--- config.mk ---
export PLATFORM = sky130hd
export DESIGN_NAME = upe_serial_rx64_flat
export DESIGN_NICKNAME = d
export VERILOG_FILES = /design/src/rtl/upe_serial_rx64_if.sv /design/src/rtl/upe_serial_rx64.sv /design/src/flat_wrapper.sv
export SDC_FILE = /design/constraint.sdc
export NUM_CORES = 1
export LEC_CHECK = 0
export BUFFER_PORTS_ARGS = -buffer_cell sky130_fd_sc_hd__clkbuf_2
export CAP_MARGIN = 20
export CORE_MARGIN = 2
export CORE_UTILIZATION = 58
export CTS_CLUSTER_DIAMETER = 80
export DETAILED_ROUTE_END_ITERATION = 16
export PLACE_DENSITY = 0.88
export SETUP_SLACK_MARGIN = 0.1
export SLEW_MARGIN = 40
export SYNTH_ARGS = -nofsm -noshare
export SYNTH_HDL_FRONTEND = slang
export SYNTH_SLANG_ARGS = --single-unit
--- constraint.sdc ---
create_clock -name clk -period 2.65 [get_ports clk]
set_input_delay 0 -clock clk [delete_from_list [all_inputs] [get_ports clk]]
set_output_delay 0 -clock clk [all_outputs]
set_load 0.01 [all_outputs]
--- src/rtl/upe_serial_rx64_if.sv ---
// Parallel word handoff from the serial receiver to a upe arithmetic block.
// Word transfers when data_valid and data_ready are both high at a rising clk edge.
interface upe_serial_rx64_if #(
    parameter int WIDTH = 64
) ();
    logic [WIDTH-1:0] data_out;
    logic             data_valid;
    logic             data_ready;

    modport master (output data_out, output data_valid, input data_ready);
    modport slave  (input data_out, input data_valid, output data_ready);
endinterface

--- src/rtl/upe_serial_rx64.sv ---
// Single-wire serial receiver: start bit high, WIDTH data bits LSB first, stop low.
// Delivers each good word over a valid/ready handshake; flags framing errors and overruns.
module upe_serial_rx64 #(
    parameter int WIDTH      = 64,
    parameter int BIT_PERIOD = 1252
) (
    input  logic              clk,
    input  logic              resetn,
    input  logic              rx_in,
    upe_serial_rx64_if.master bus,
    output logic              frame_err,
    output logic              overrun,
    output logic              busy,
    output logic [1:0]        state_o
);
    // Handshake: data_out holds a word while data_valid=1 and stays stable until
    // data_valid&data_ready at a rising edge; a load in that same cycle keeps data_valid high.

    localparam int CW = $clog2(BIT_PERIOD) + 1;
    localparam int BW = $clog2(WIDTH) + 1;
    localparam logic [CW-1:0] HALF_CNT = CW'(BIT_PERIOD / 2 - 1);
    localparam logic [CW-1:0] FULL_CNT = CW'(BIT_PERIOD - 1);
    localparam logic [BW-1:0] LAST_BIT = BW'(WIDTH - 1);

    typedef enum logic [1:0] {IDLE, START, DATA, STOP} state_e;

    state_e            state_q;
    logic [CW-1:0]     cnt_q;
    logic [BW-1:0]     bit_q;
    logic [WIDTH-1:0]  shreg_q;
    logic [WIDTH-1:0]  data_out_q;
    logic              data_valid_q;
    logic              frame_err_q;
    logic              overrun_q;
    logic              sync1_q;
    logic              rx_s_q;
    logic              rx_prev_q;

    always_ff @(posedge clk) begin
        if (!resetn) begin
            state_q      <= IDLE;
            cnt_q        <= '0;
            bit_q        <= '0;
            shreg_q      <= '0;
            data_out_q   <= '0;
            data_valid_q <= 1'b0;
            frame_err_q  <= 1'b0;
            overrun_q    <= 1'b0;
            sync1_q      <= 1'b0;
            rx_s_q       <= 1'b0;
            rx_prev_q    <= 1'b0;
        end else begin
            sync1_q     <= rx_in;
            rx_s_q      <= sync1_q;
            rx_prev_q   <= rx_s_q;
            frame_err_q <= 1'b0;
            if (data_valid_q && bus.data_ready) data_valid_q <= 1'b0;

            case (state_q)
                IDLE: begin
                    if (rx_s_q && !rx_prev_q) begin
                        state_q <= START;
                        cnt_q   <= '0;
                    end
                end
                START: begin
                    // Mid-start-bit check; a line that has already dropped was a glitch.
                    if (cnt_q == HALF_CNT) begin
                        cnt_q <= '0;
                        bit_q <= '0;
                        state_q <= rx_s_q ? DATA : IDLE;
                    end else begin
                        cnt_q <= cnt_q + 1'b1;
                    end
                end
                DATA: begin
                    if (cnt_q == FULL_CNT) begin
                        cnt_q   <= '0;
                        shreg_q <= {rx_s_q, shreg_q[WIDTH-1:1]};
                        if (bit_q == LAST_BIT) state_q <= STOP;
                        else                   bit_q   <= bit_q + 1'b1;
                    end else begin
                        cnt_q <= cnt_q + 1'b1;
                    end
                end
                STOP: begin
                    if (cnt_q == FULL_CNT) begin
                        cnt_q   <= '0;
                        state_q <= IDLE;
                        if (rx_s_q) begin
                            frame_err_q <= 1'b1;
                        end else if (!data_valid_q || bus.data_ready) begin
                            data_out_q   <= shreg_q;
                            data_valid_q <= 1'b1;
                        end else begin
                            overrun_q <= 1'b1;
                        end
                    end else begin
                        cnt_q <= cnt_q + 1'b1;
                    end
                end
                default: state_q <= IDLE;
            endcase
        end
    end

    assign bus.data_out   = data_out_q;
    assign bus.data_valid = data_valid_q;
    assign frame_err      = frame_err_q;
    assign overrun        = overrun_q;
    assign busy           = (state_q != IDLE);
    assign state_o        = state_q;
endmodule
--- src/flat_wrapper.sv ---
// flat-port wrapper written by rule: the top's interface ports become plain ports
module upe_serial_rx64_flat 
#(
    parameter int WIDTH      = 64,
    parameter int BIT_PERIOD = 1252
)
  (clk, resetn, rx_in, frame_err, overrun, busy, state_o, bus_data_out, bus_data_valid, bus_data_ready);
  upe_serial_rx64_if #(.WIDTH(WIDTH)) bus_i ();
  input  logic clk;
  input  logic resetn;
  input  logic rx_in;
  output logic frame_err;
  output logic overrun;
  output logic busy;
  output logic [1:0] state_o;
  output wire logic [$bits(bus_i.data_out)-1:0] bus_data_out;
  output wire logic [$bits(bus_i.data_valid)-1:0] bus_data_valid;
  input wire logic [$bits(bus_i.data_ready)-1:0] bus_data_ready;
  assign bus_data_out = bus_i.data_out;
  assign bus_data_valid = bus_i.data_valid;
  assign bus_i.data_ready = bus_data_ready;
  upe_serial_rx64 #(.WIDTH(WIDTH), .BIT_PERIOD(BIT_PERIOD)) u_core (.clk(clk), .resetn(resetn), .rx_in(rx_in), .bus(bus_i), .frame_err(frame_err), .overrun(overrun), .busy(busy), .state_o(state_o));
endmodule
# After elaboration in Yosys (flattened, before gate mapping)
# Cells that the tools add are included.
[op_classes]
addsub = 2
mux = 21
n_eq_ne = 12
reduce_logical = 15
bitwise_logic = 2
[op_table]
columns = ["cell", "n"]
rows = [
  ["$mux 12", 3],
  ["$pmux 12 s3", 1],
  ["$mux 7", 3],
  ["$pmux 7 s2", 1],
  ["$add 12x1->12 const B", 1],
  ["$eq 12x10->1 const B", 1],
  ["$eq 12x11->1 const B", 1],
  ["$mux 2", 6],
  ["$reduce_and 4->1", 3],
  ["$ne 2x1->1 const B", 5],
  ["$pmux 2 s4", 1],
  ["$add 7x1->7 const B", 1],
  ["$eq 7x6->1 const B", 1],
  ["$mux 1", 6],
  ["$reduce_and 5->1", 1],
  ["$eq 2x2->1 const B", 2],
  ["$reduce_bool 2->1", 2],
  ["$reduce_and 3->1", 1],
  ["$eq 2x1->1 const B", 1],
  ["$logic_and 1x1->1", 2],
  ["$logic_not 1->1", 2],
  ["$logic_not 2->1", 1],
  ["$ne 2x2->1 const B", 1],
  ["$not 1->1", 2],
  ["other kinds (3)", 3],
]
[totals]
in_bits = 4
reg_bits = 155
elab_cells = 63
out_inout_bits = 70

# Depth between registers and ports, before layout
# Gate-level depths: netlist (run 1).
[logic_depth]
word_depth = 6
ltp_mapped = 8
ltp_nobuf = 7

# Least setup slack after synthesis (run 1)
# Ideal clock, no wire load.
[synth_path]
path_type = "register -> register"
start = "reg u_core.cnt_q[0]"
end = "reg u_core.data_out_q[23] (netlist: u_core.bus.data_out[23])"
path_buffers = 2
arrival_ps = 1969
stages_incl_launch_ff = 9
required_time_ps = 2532
setup_ps = 118
period_less_slack_ps = 2088
slack_ps = 562
cell_sequence = "dfxtp_1 ha_1 and4bb_2 nand4_4 or4_1 buf_2 buf_6 nand2_1 a21boi_2"
[synth_via]
elab_chain_cells = 2
[synth_lines]
columns = ["element", "line", "text"]
rows = [
  ["start, declared", "upe_serial_rx64.sv:28", "logic [CW-1:0] cnt_q;"],
  ["start signal, assigned", "upe_serial_rx64.sv:73", "cnt_q <= cnt_q + 1'b1;"],
  ["start signal, assigned", "upe_serial_rx64.sv:83", "cnt_q <= cnt_q + 1'b1;"],
  ["start signal, assigned", "upe_serial_rx64.sv:99", "cnt_q <= cnt_q + 1'b1;"],
  ["$eq 12x11->1", "upe_serial_rx64.sv:87", "if (cnt_q == FULL_CNT) begin"],
  ["$reduce_and 4->1 (no source line)", "-", ""],
  ["end signal, assigned", "upe_serial_rx64.sv:93", "data_out_q <= shreg_q;"],
  ["end, declared", "upe_serial_rx64.sv:31", "logic [WIDTH-1:0] data_out_q;"],
]
# No other way between the ends.
# A chain may end at the register's enable or synchronous reset.

# Final worst setup path (run 1)
[layout_path]
start = "reg u_core.cnt_q[0]"
end = "reg u_core.data_out_q[12] (netlist: u_core.bus.data_out[12])"
# The elaborated chain is that of the path after synthesis.

==> metrics.yaml, run 1 <==
setup_path:
  path_class: "flop to flop"
  critPathSlowestCell: "or4_2"
  arrival_ns: 2.84
  cpPeakStageDelay_ns: 0.74
  path_cells: "ha_1, and4bb_2, nand4_4, or4_2, buf_12, nand2_1, a21boi_2"
  worstSetupStartpointType: "flop"
  worstSetupStartpoint: "u_core.cnt_q[0]$_SDFFE_PN0N_"
  reg2reg_from: "u_core.cnt_q[0]$_SDFFE_PN0N_"
  endpoint_kind: "flop"
  crit_required_ns: 3.06
  worstPathMaxFanout: 64
synthesis:
  synth_area_leaders: "dfxtp_1 48%, nand2_1 16%, a21boi_2 11%"
  synth-xor-area-share_pct: 0.410
  syn_inst: 724
  synth_edf_count: 0
  synth_top_family_by_area: "compound AO/OA/AOI/OAI gates"
  yosysSeqAreaShare_pct: 48.5
  synth_cell_types: 44
  syn_nets: 731
  ys_async_sr_fraction_pct: 0
  synth_compound_area_share_pct: 22.9
  syn_area_per_cell_um2: 8.84
  synthMuxAreaShare_pct: 0
  synth_top_cell_by_area: "dfxtp_1"
  synth_simple_gate_area_share_pct: 22.8
  synthAdderAreaFrac_pct: 0.586
  synth.cell_area_mm2: 0.00640
  synth_top_area_share_pct: 48.5
  synth-seq-cells: 155
  synth-main-ff-cell: "dfxtp_1"
  yosysWarnings: 0
drt:
  ant_nets: 0
  drtIter0Drc: 315
  drc_errors: 0
  wirelength_um: 12900
  via_count: 5098
  firstDrtPassIters: 5
  vias_per_cell: 5.47
  detail_route.wl_per_cell_um: 13.8
sta:
  finalSetupTns_ns: 0
  hold_violations: 0
  hold_slack_ns: 0.217
  drv_slew: 0
  setup_ws_ns: 0.219
  slew_headroom_pct: 63.8
  setup_viol: 0
  post-route-min-period_ns: 2.43
  worst_pin_slew_ns: 0.541
  clock_skew_ns: 0.00775
  fin_crit_sh_pct: 91.7
  rsz0062_at_grt: "false"
  max_freq_ghz: 0.411
power_and_ir_drop:
  swShare_pct: 19.6
  p_sw_uw: 977
  p_leak_uw: 0.00255
  irDropWorstVdd_mv: 0.390
  power.density_mw_per_mm2: 671
  seqPwrFrac_pct: 47.0
  comb_power_share_pct: 1.8
  p_clk_share_pct: 51.2
  internal_power_uw: 4000
floorplan:
  start_util_pct: 59.3
  die_x_um: 109
  io_pins: 74
  die_y_um: 109
  dieArea_mm2: 0.0119
  core_mm2: 0.0108
  fp-row-count: 38
clock_tree:
  path_clk_slew_ns: 0.06
  htreeDepth: 4
  cts_buffers: 17
  postCtsResizedCells: 0
  cts_tree: "yes"
  clk_path_buf_depth: 2
  cts-root-buf: "clkbuf_8"
  clkLatencyLatePin_ns: 0.52
  cts_sinks: 155
final_layout:
  final_cell_mix: "278 x nand2_1, 155 x dfxtp_1, 72 x clkbuf_2"
  fin_nets: 786
  final_common_cell: "nand2_1"
  drive_above_1_share_pct: 22.9
  area_growth_pct: 15.9
  diodes: 0
min_path:
  worst_hold_path_type: "input pin to flop"
  holdCritStartpoint: "rx_in"
flow_run:
  drv_cap: 0
place:
  io_buffers: 73
  gp_congestion: 0.918
  dp_hpwl_um: 8150
  dpl_worst_slack_ns: 0.259
global_route:
  grt_start_max_net_pins: 69
  grt_pass1_wl_um: 21500
  grt_pass1_vias: 4759
  overflow: 0
  antenna_found_initial: 0
  grt_use_total_pct: 22.6
status:
  outcome: "complete, no violations"
==> metrics by stage <==
stage	util, %	cell area, µm²	instances	total power (µW)
after floorplan	-	6400	724	2460
after global placement	62.6	6760	897	2470
after detailed placement	62.6	6760	897	2470
after CTS	68.7	7410	932	5000
after global routing	68.7	7420	932	5110
final	68.7	7420	932	4980
==> power groups by stage <==
stage	logic, µW	registers [µW]	clock network [µW]
after floorplan	70.5	2390	0
after global placement	81.5	2390	0
after CTS	87.4	2340	2570
final	87.4	2340	2550
after global routing	94.5	2340	2670
after detailed placement	83.8	2390	0
==> critical path, delay by kind of cell, from the launching register on <==
kind            cells  cell delay, ns
simple gates        4            1.37
flops               1            0.41
buf+inv             1            0.24
fa+ha+maj           1            0.23
compound gates      1            0.07
==> cell usage after synthesis, types with 3 or more instances <==
cell,number
a21boi_0,71
nor2_1,5
o31ai_1,4
and2_1,8
buf_2,9
nor2b_1,6
ha_1,3
nand2b_1,3
clkbuf_1,27
buf_6,12
nand2_1,279
a21oi_1,10
a21boi_2,60
or4_1,5
nor3b_1,4
and3_1,3
o21ai_0,8
inv_1,5
dfxtp_1,155
nand3_1,8
a31oi_1,8
nand4_1,3
==> state kept, by name, summed over array words and instances, names as in the netlist, 7 cells and up, named ones only <==
register and flops:
u_core.bus.data_out 64, u_core.shreg_q 64, u_core.bit_q 7, u_core.cnt_q 12
==> area by class of cell <==
cell class              count  area (µm²)
repair buffers             85         490
inverters                   5        18.8
flip-flops and latches    155        3100
well taps                 140         175
multi-input cells         515        3010
fillers                   763        3380
clock buffers              20         425
clock inverters            12         196
==> repair_timing <==
action | in CTS | in global routing
buffers inserted | 0 | 0
hold buffers | 3 | 0
endpoints found under the hold margin | 43 | 0
==> layer usage <==
metal,up-vias,GRT usage [%],wire (µm)
met3,20,4.96,692
met2,158,38.6,6430
met5,-,0,0
met1,2405,28.1,5580
met4,0,7.78,167
li1,2515,-,-
==> path summary, 6_finish.rpt <==
check / cells past startpoint / end / slack [ns]
setup / recovery: 7 / u_core.bus.data_out[12]$_SDFFE_PN0P_ / 0.22
setup reg to reg: 7 / u_core.bus.data_out[12]$_SDFFE_PN0P_ / 0.22
hold reg to reg: 1 / u_core.rx_s_q$_SDFF_PN0_ / 0.44
hold / removal: 3 / u_core.sync1_q$_SDFF_PN0_ / 0.22
==> logic make-up (layout without fill, tap and decap cells) <==
group | Yosys count | count (layout)
simple gates | 337 | 337
compound gates | 172 | 172
flops | 155 | 155
buf+inv | 54 | 122
fa+ha+maj | 3 | 3
xor+xnor | 3 | 3
Note: power is estimated with default switching activity, not from simulation.
==> inputs of run 2 (changes only) <==
--- a/config.mk
+++ b/config.mk
@@ -7,7 +7,7 @@
 export LEC_CHECK = 0
 export BUFFER_PORTS_ARGS = -buffer_cell sky130_fd_sc_hd__clkbuf_2
 export CAP_MARGIN = 20
-export CORE_MARGIN = 2
+export CORE_MARGIN = 3
 export CORE_UTILIZATION = 58
 export CTS_CLUSTER_DIAMETER = 80
 export DETAILED_ROUTE_END_ITERATION = 16
==> run 2 against run 1 <==
  * Non-clock buffer count down 1
  * Cell area down 1.5%
  * Critical path depth unchanged
  * Clock-buffer cell count up 8
  * Worst setup slack worse by 0.026 ns
  * Register-to-register slack worse by 0.03 ns
  * Combinational power about the same
  * First-iteration DRC count up 9.8%
  * Clock skew down 0.0015 ns
  * Sequential cell count unchanged
==> metrics.yaml, run 2 (synthesis gave the netlist of run 1 again) <==
status:
  outcome: "complete, no violations"  # unchanged
setup_path:
  worstPathMaxFanout: 64  # unchanged
  reg2reg_from: "u_core.cnt_q[1]$_SDFFE_PN0N_"  # was u_core.cnt_q[0]$_SDFFE_PN0N_
  worstSetupStartpointType: "flop"  # unchanged
  critPathSlowestCell: "or4_2"  # unchanged
  crit_end: "u_core.bus.data_out[29]$_SDFFE_PN0P_"  # was u_core.bus.data_out[12]$_SDFFE_PN0P_
  r2r_slack_ns: 0.19  # was 0.22 ns
  crit_buf_inv: 1  # unchanged
  worstSetupStartpoint: "u_core.cnt_q[1]$_SDFFE_PN0N_"  # was u_core.cnt_q[0]$_SDFFE_PN0N_
  arrival_ns: 2.85  # was 2.84 ns
  path_cells: "ha_1, and4bb_2, nand4_4, or4_2, buf_12, nand2_1, a21boi_0"  # was ha_1, and4bb_2, nand4_4, or4_2, buf_12, nand2_1, a21boi_2
  endpoint_kind: "flop"  # unchanged
  path_class: "flop to flop"  # unchanged
  crit_required_ns: 3.04  # was 3.06 ns
  r2r-end: "u_core.bus.data_out[29]$_SDFFE_PN0P_"  # was u_core.bus.data_out[12]$_SDFFE_PN0P_
  cpPeakStageDelay_ns: 0.73  # was 0.74 ns
  worst-path-stages: 7  # unchanged
  rr_worst_depth: 7  # unchanged
  critPathTopFamily: "simple AND/OR/NAND/NOR gates"  # unchanged
place:
  gp_congestion: 0.813  # was 0.918
  io_buffers: 73  # unchanged
  dp_hpwl_um: 8130  # was 8150 µm
  dpl_cell_area_mm2: 0.00674  # was 0.00676 mm²
sta:
  finalSetupTns_ns: 0  # unchanged
  post-route-min-period_ns: 2.46  # was 2.43 ns
  drv_slew: 0  # unchanged
  clock_skew_ns: 0.00621  # was 0.00775 ns
  hold_slack_ns: 0.232  # was 0.217 ns
  hold_violations: 0  # unchanged
  slew_headroom_pct: 54.8  # was 63.8%
  worst_pin_slew_ns: 0.678  # was 0.541 ns
  rsz0062_at_grt: "false"  # unchanged
  setup_viol: 0  # unchanged
  fin_crit_sh_pct: 92.7  # was 91.7%
  max_freq_ghz: 0.407  # was 0.411 GHz
power_and_ir_drop:
  power.density_mw_per_mm2: 620  # was 671 mW/mm²
  p_leak_uw: 0.00251  # was 0.00255 µW
  irDropWorstVdd_mv: 0.388  # was 0.390 mV
clock_tree:
  cts_sinks: 155  # unchanged
  htreeDepth: 4  # unchanged
  clkLatencyLatePin_ns: 0.53  # was 0.52 ns
  cts_tree: "yes"  # unchanged
  clk_path_buf_depth: 2  # unchanged
  path_clk_slew_ns: 0.06  # about the same
  cts-root-buf: "clkbuf_8"  # unchanged
  cts_buffers: 17  # unchanged
final_layout:
  final_cell_mix: "278 x nand2_1, 154 x dfxtp_1, 72 x clkbuf_2"  # was 278 x nand2_1, 155 x dfxtp_1, 72 x clkbuf_2
  drive_above_1_share_pct: 22.1  # was 22.9%
  diodes: 0  # unchanged
  area_growth_pct: 14.1  # was 15.9%
  postLayoutCoreUtil_pct: 69.5  # was 68.7%
  fin_nets: 785  # was 786
  final_area_mm2: 0.00730  # was 0.00742 mm²
  final_common_cell: "nand2_1"  # unchanged
drt:
  ant_nets: 0  # unchanged
  firstDrtPassIters: 6  # was 5
  drtIter0Drc: 346  # was 315
  vias_per_cell: 5.53  # was 5.47
  wirelength_um: 13400  # was 12900 µm
  detail_route.wl_per_cell_um: 14.5  # was 13.8 µm
  via_count: 5118  # was 5098
  drc_errors: 0  # unchanged
floorplan:
  core_mm2: 0.0105  # was 0.0108 mm²
  start_util_pct: 60.9  # was 59.3%
  die_x_um: 111  # was 109 µm
  die_y_um: 111  # was 109 µm
  dieArea_mm2: 0.0123  # was 0.0119 mm²
  fp-row-count: 37  # was 38
  io_pins: 74  # unchanged
flow_run:
  drv_cap: 0  # unchanged
global_route:
  antenna_found_initial: 0  # unchanged
  grt_pass1_wl_um: 22500  # was 21500 µm
  grt_pass1_vias: 4808  # was 4759
  grt_use_total_pct: 21.8  # was 22.6%
  overflow: 0  # unchanged
  grt_start_max_net_pins: 76  # was 69
min_path:
  worst_hold_path_type: "input pin to flop"  # unchanged
[run 2: changes by cell type in the layout (fill, tap and decap cells not counted), sizes merged]
cell	before	now
clkbuf	92	100
bufinv	5	0
clkinvlp	3	0
buf	10	8
clkinv	4	2
dlygate4sd3	3	4
[run 2: final cells by class]
class                   count  area [µm²]
inverters                   5        18.8
fillers                   747        3200
well taps                 136         170
repair buffers             84         498
flip-flops and latches    155        3100
clock inverters             2        10.0
clock buffers              28         495
multi-input cells         515        3010
[run 2: worst min path at each step]
stage,slack (ns),from,end,cells after the start
global route,0.23,rx_in,u_core.sync1_q$_SDFF_PN0_,3
detailed placement,0.21,rx_in,u_core.sync1_q$_SDFF_PN0_,2
CTS,0.21,rx_in,u_core.sync1_q$_SDFF_PN0_,3
floorplan,0.13,rx_in,u_core.sync1_q$_SDFF_PN0_,1
finish,0.23,rx_in,u_core.sync1_q$_SDFF_PN0_,3
global placement,0.21,rx_in,u_core.sync1_q$_SDFF_PN0_,2
[run 2: worst register-to-register path, stage by stage (launching register included)]
cell,delay [ns]
dfxtp_1,0.40
ha_1,0.23
and4bb_2,0.30
nand4_4,0.19
or4_2,0.73
buf_12,0.23
nand2_1,0.14
a21boi_0,0.12
[run 2: where the power goes]
group	switching, µW	leakage, µW	internal, µW
sequential	5.96	0.00125	2330
clock	863	0.000249	1240
combinational	41.2	0.00101	46.0
[run 2: per-stage QoR]
| stage | setup slack, ns | instances | power, µW |
|---|---|---|---|
| final | 0.193 | 925 | 4530 |
| after global routing | 0.113 | 925 | 4670 |
| after floorplan | 0.562 | 724 | 2460 |
| after global placement | 0.349 | 890 | 2470 |
| after CTS | 0.167 | 924 | 4550 |
| after detailed placement | 0.258 | 890 | 2470 |
[run 2: metal layers]
layer  track usage [%]  share of wire, %  wire length, µm
met4              7.38               1.2              166
met3              4.86               4.8              642
met5                 0                 0                0
met2              38.1                52             6920
met1              26.5                42             5660
[run 2: timing repair]
item / in CTS / in global routing
hold buffers: 4 / 0
gates resized for setup: 0 / 1
endpoints found under the hold margin: 4 / 0
setup buffers: 0 / 1
setup endpoints to repair: 0 / 5
==> inputs of run 3 (changes only) <==
--- a/config.mk
+++ b/config.mk
@@ -5,6 +5,7 @@
 export SDC_FILE = /design/constraint.sdc
 export NUM_CORES = 1
 export LEC_CHECK = 0
+export ABC_AREA = 1
 export BUFFER_PORTS_ARGS = -buffer_cell sky130_fd_sc_hd__clkbuf_2
 export CAP_MARGIN = 20
 export CORE_MARGIN = 3
==> run 3 against run 2 <==
  * Register-to-register slack gained 0.43 ns
  * Sequential cell count unchanged
  * Critical path type unchanged
  * Synthesized cell count increased by 13%
  * Clock power increased by 9.5%
  * Critical path depth rose by 1
  * Utilization shrank 1.5 points
  * Global-route usage grew 0.79 points
==> metrics.yaml, run 3 <==
final_layout:
  diodes: 0  # unchanged
  drive_above_1_share_pct: 28.3  # was 22.1%
  fin_cells: 1017  # was 925
  fin_nets: 871  # was 785
  final_common_cell: "nand2_1"  # unchanged
  area_growth_pct: 13.5  # was 14.1%
  final_cell_mix: "216 x nand2_1, 155 x dfxtp_1, 89 x a21oi_1"  # was 278 x nand2_1, 154 x dfxtp_1, 72 x clkbuf_2
  fill_cells: 874  # was 747
drt:
  detail_route.wl_per_cell_um: 13.6  # was 14.5 µm
  drtIter0Drc: 477  # was 346
  wirelength_um: 13900  # was 13400 µm
  ant_nets: 0  # unchanged
  firstDrtPassIters: 5  # was 6
  vias_per_cell: 5.49  # was 5.53
  via_count: 5580  # was 5118
  drc_errors: 0  # unchanged
setup_path:
  worstPathMaxFanout: 43  # was 64
  path_class: "flop to flop"  # unchanged
  endpoint_kind: "flop"  # unchanged
  worstSetupStartpointType: "flop"  # unchanged
  crit_required_ns: 2.99  # was 3.04 ns
  crit_end: "u_core.bus.data_out[43]$_SDFFE_PN0P_"  # was u_core.bus.data_out[29]$_SDFFE_PN0P_
  worstSetupStartpoint: "u_core.cnt_q[0]$_SDFFE_PN0N_"  # was u_core.cnt_q[1]$_SDFFE_PN0N_
  r2r-end: "u_core.bus.data_out[43]$_SDFFE_PN0P_"  # was u_core.bus.data_out[29]$_SDFFE_PN0P_
  r2r_slack_ns: 0.62  # was 0.19 ns
  reg2reg_from: "u_core.cnt_q[0]$_SDFFE_PN0N_"  # was u_core.cnt_q[1]$_SDFFE_PN0N_
  arrival_ns: 2.37  # was 2.85 ns
  rr_worst_depth: 8  # was 7
synthesis:
  synth_top_area_share_pct: 47.2  # was 48.5%
  synth_commonest_cells: "217 x nand2_1, 155 x dfxtp_1, 89 x a21oi_1"  # was 279 x nand2_1, 155 x dfxtp_1, 71 x a21boi_0
  synth_top_cell_by_area: "dfxtp_1"  # unchanged
  synth_cell_types: 27  # was 44
  synth.cell_area_mm2: 0.00658  # was 0.00640 mm²
  syn_inst: 820  # was 724
  yosysWarnings: 0  # unchanged
  yosysMostFrequentCell: "nand2_1"  # unchanged
  synth-seq-cells: 155  # unchanged
  synth_edf_count: 0  # unchanged
  synth_area_leaders: "dfxtp_1 47%, nand2_1 12%, a21oi_2 8.0%"  # was dfxtp_1 48%, nand2_1 16%, a21boi_2 11%
  syn_area_per_cell_um2: 8.02  # was 8.84 µm²
  yosysSeqAreaShare_pct: 47.2  # was 48.5%
  synth-main-ff-cell: "dfxtp_1"  # unchanged
  ys_async_sr_fraction_pct: 0  # unchanged
  syn_nets: 827  # was 731
min_path:
  worst_hold_path_type: "input pin to flop"  # unchanged
  hold-path-cell-count: 3  # unchanged
place:
  dp_hpwl_um: 8260  # was 8130 µm
  io_buffers: 73  # unchanged
  gp_congestion: 0.894  # was 0.813
  dp_cells: 984  # was 890
floorplan:
  core_mm2: 0.0110  # was 0.0105 mm²
  fp-row-count: 38  # was 37
  start_util_pct: 59.9  # was 60.9%
  die_x_um: 113  # was 111 µm
  dieArea_mm2: 0.0127  # was 0.0123 mm²
  die_y_um: 113  # was 111 µm
  io_pins: 74  # unchanged
flow_run:
  drv_cap: 0  # unchanged
sta:
  clock_skew_ns: 0.0128  # was 0.00621 ns
  fin_crit_sh_pct: 76.6  # was 92.7%
  rsz0062_at_grt: "false"  # unchanged
  worst_pin_slew_ns: 0.634  # was 0.678 ns
  hold_violations: 0  # unchanged
  max_freq_ghz: 0.492  # was 0.407 GHz
  finalSetupTns_ns: 0  # unchanged
  slew_headroom_pct: 57.7  # was 54.8%
  post-route-min-period_ns: 2.03  # was 2.46 ns
  setup_viol: 0  # unchanged
  drv_slew: 0  # unchanged
clock_tree:
  cts_buffers: 17  # unchanged
  ctsHoldBuffers: 1  # was 4
  cts-root-buf: "clkbuf_16"  # was clkbuf_8
  htreeDepth: 4  # unchanged
  postCtsResizedCells: 0  # unchanged
  cts_sinks: 155  # unchanged
  path_clk_slew_ns: 0.07  # was 0.06 ns
  cts_setup_buffers: 0  # unchanged
  clk_path_buf_depth: 2  # unchanged
  clkLatencyLatePin_ns: 0.41  # was 0.53 ns
  cts_tree: "yes"  # unchanged
global_route:
  grt_use_total_pct: 22.6  # was 21.8%
  antenna_found_initial: 0  # unchanged
  grt_pass1_vias: 5309  # was 4808
  grt_pass1_wl_um: 24100  # was 22500 µm
  overflow: 0  # unchanged
  grt_start_max_net_pins: 76  # unchanged
status:
  outcome: "complete, no violations"  # unchanged
power_and_ir_drop:
  power.density_mw_per_mm2: 651  # was 620 mW/mm²
  p_leak_uw: 0.00266  # was 0.00251 µW
  irDropWorstVdd_mv: 0.449  # was 0.388 mV
-- run 3: cell count changes after synthesis, sizes merged, moves of 9 or more --
cell    delta
a21boi   -131
inv       +38
a21oi    +139
nand4     +63
and2       -9
nor2      +26
-- run 3: cell families after synthesis --
family / Yosys count / share of synthesized area (%)
adder cells (fa/ha/maj): 3 / 0.571
AO/OA/AOI/OAI: 163 / 15.9
AND/OR/NAND/NOR: 398 / 28.4
buffers and inverters: 101 / 7.97
flip-flops: 155 / 47.2
-- run 3: how the worst min path moves through the flow --
stage / startpoint / end
after global placement: rx_in / u_core.sync1_q$_SDFF_PN0_
after floorplan: rx_in / u_core.sync1_q$_SDFF_PN0_
after global routing: resetn / u_core.cnt_q[1]$_SDFFE_PN0N_
final: resetn / u_core.cnt_q[11]$_SDFFE_PN0N_
after detailed placement: rx_in / u_core.sync1_q$_SDFF_PN0_
after CTS: resetn / u_core.cnt_q[11]$_SDFFE_PN0N_
-- run 3: per-stage QoR --
| stage | setup WS [ns] | total power [µW] | util [%] | hold slack, ns | area [µm²] |
|---|---|---|---|---|---|
| 2_1_floorplan | 1.07 | 2550 | - | 0.0976 | 6580 |
| 3_5_place_dp | 0.640 | 2610 | 62.8 | 0.193 | 6890 |
| 4_1_cts | 0.616 | 4890 | 68.0 | 0.0256 | 7470 |
| 3_3_place_gp | 0.671 | 2600 | 62.7 | 0.205 | 6890 |
| 6_report | 0.619 | 4860 | 68.0 | 0.0356 | 7470 |
| 5_1_grt | 0.398 | 5020 | 68.0 | 0.0360 | 7470 |
-- run 3: power by group --
group	switching [µW]	internal (µW)	leakage, µW	total [µW]
clock	992	1310	0.000262	2300
sequential	17.8	2340	0.00125	2360
combinational	147	51.3	0.00115	199
-- run 3: final cells by class --
class / instances / area [µm²] / area share (%)
Sequential cell: 155 / 3100 / 41.5
Multi-Input combinational cell: 564 / 2960 / 39.7
Timing Repair Buffer: 83 / 493 / 6.60
Clock buffer: 18 / 429 / 5.75
Tap cell: 140 / 175 / 2.35
Inverter: 43 / 169 / 2.26
Clock inverter: 14 / 136 / 1.83
-- run 3: layer usage --
layer | global-route usage (%) | up-vias | share of wire [%]
met4 | 8.41 | 0 | 1.1
met1 | 28.8 | 2601 | 46
li1 | - | 2810 | -
met5 | 0 | - | 0
met2 | 37.9 | 150 | 49
met3 | 4.58 | 19 | 4.7
-- run 3: critical path: stages (launching register included) --
cell and delay, ns:
dfxtp_1 0.39, ha_1 0.23, nand3_1 0.11, nor3_2 0.18
nand2_2 0.11, inv_2 0.34, buf_12 0.27, nand4_1 0.13
a21oi_1 0.17
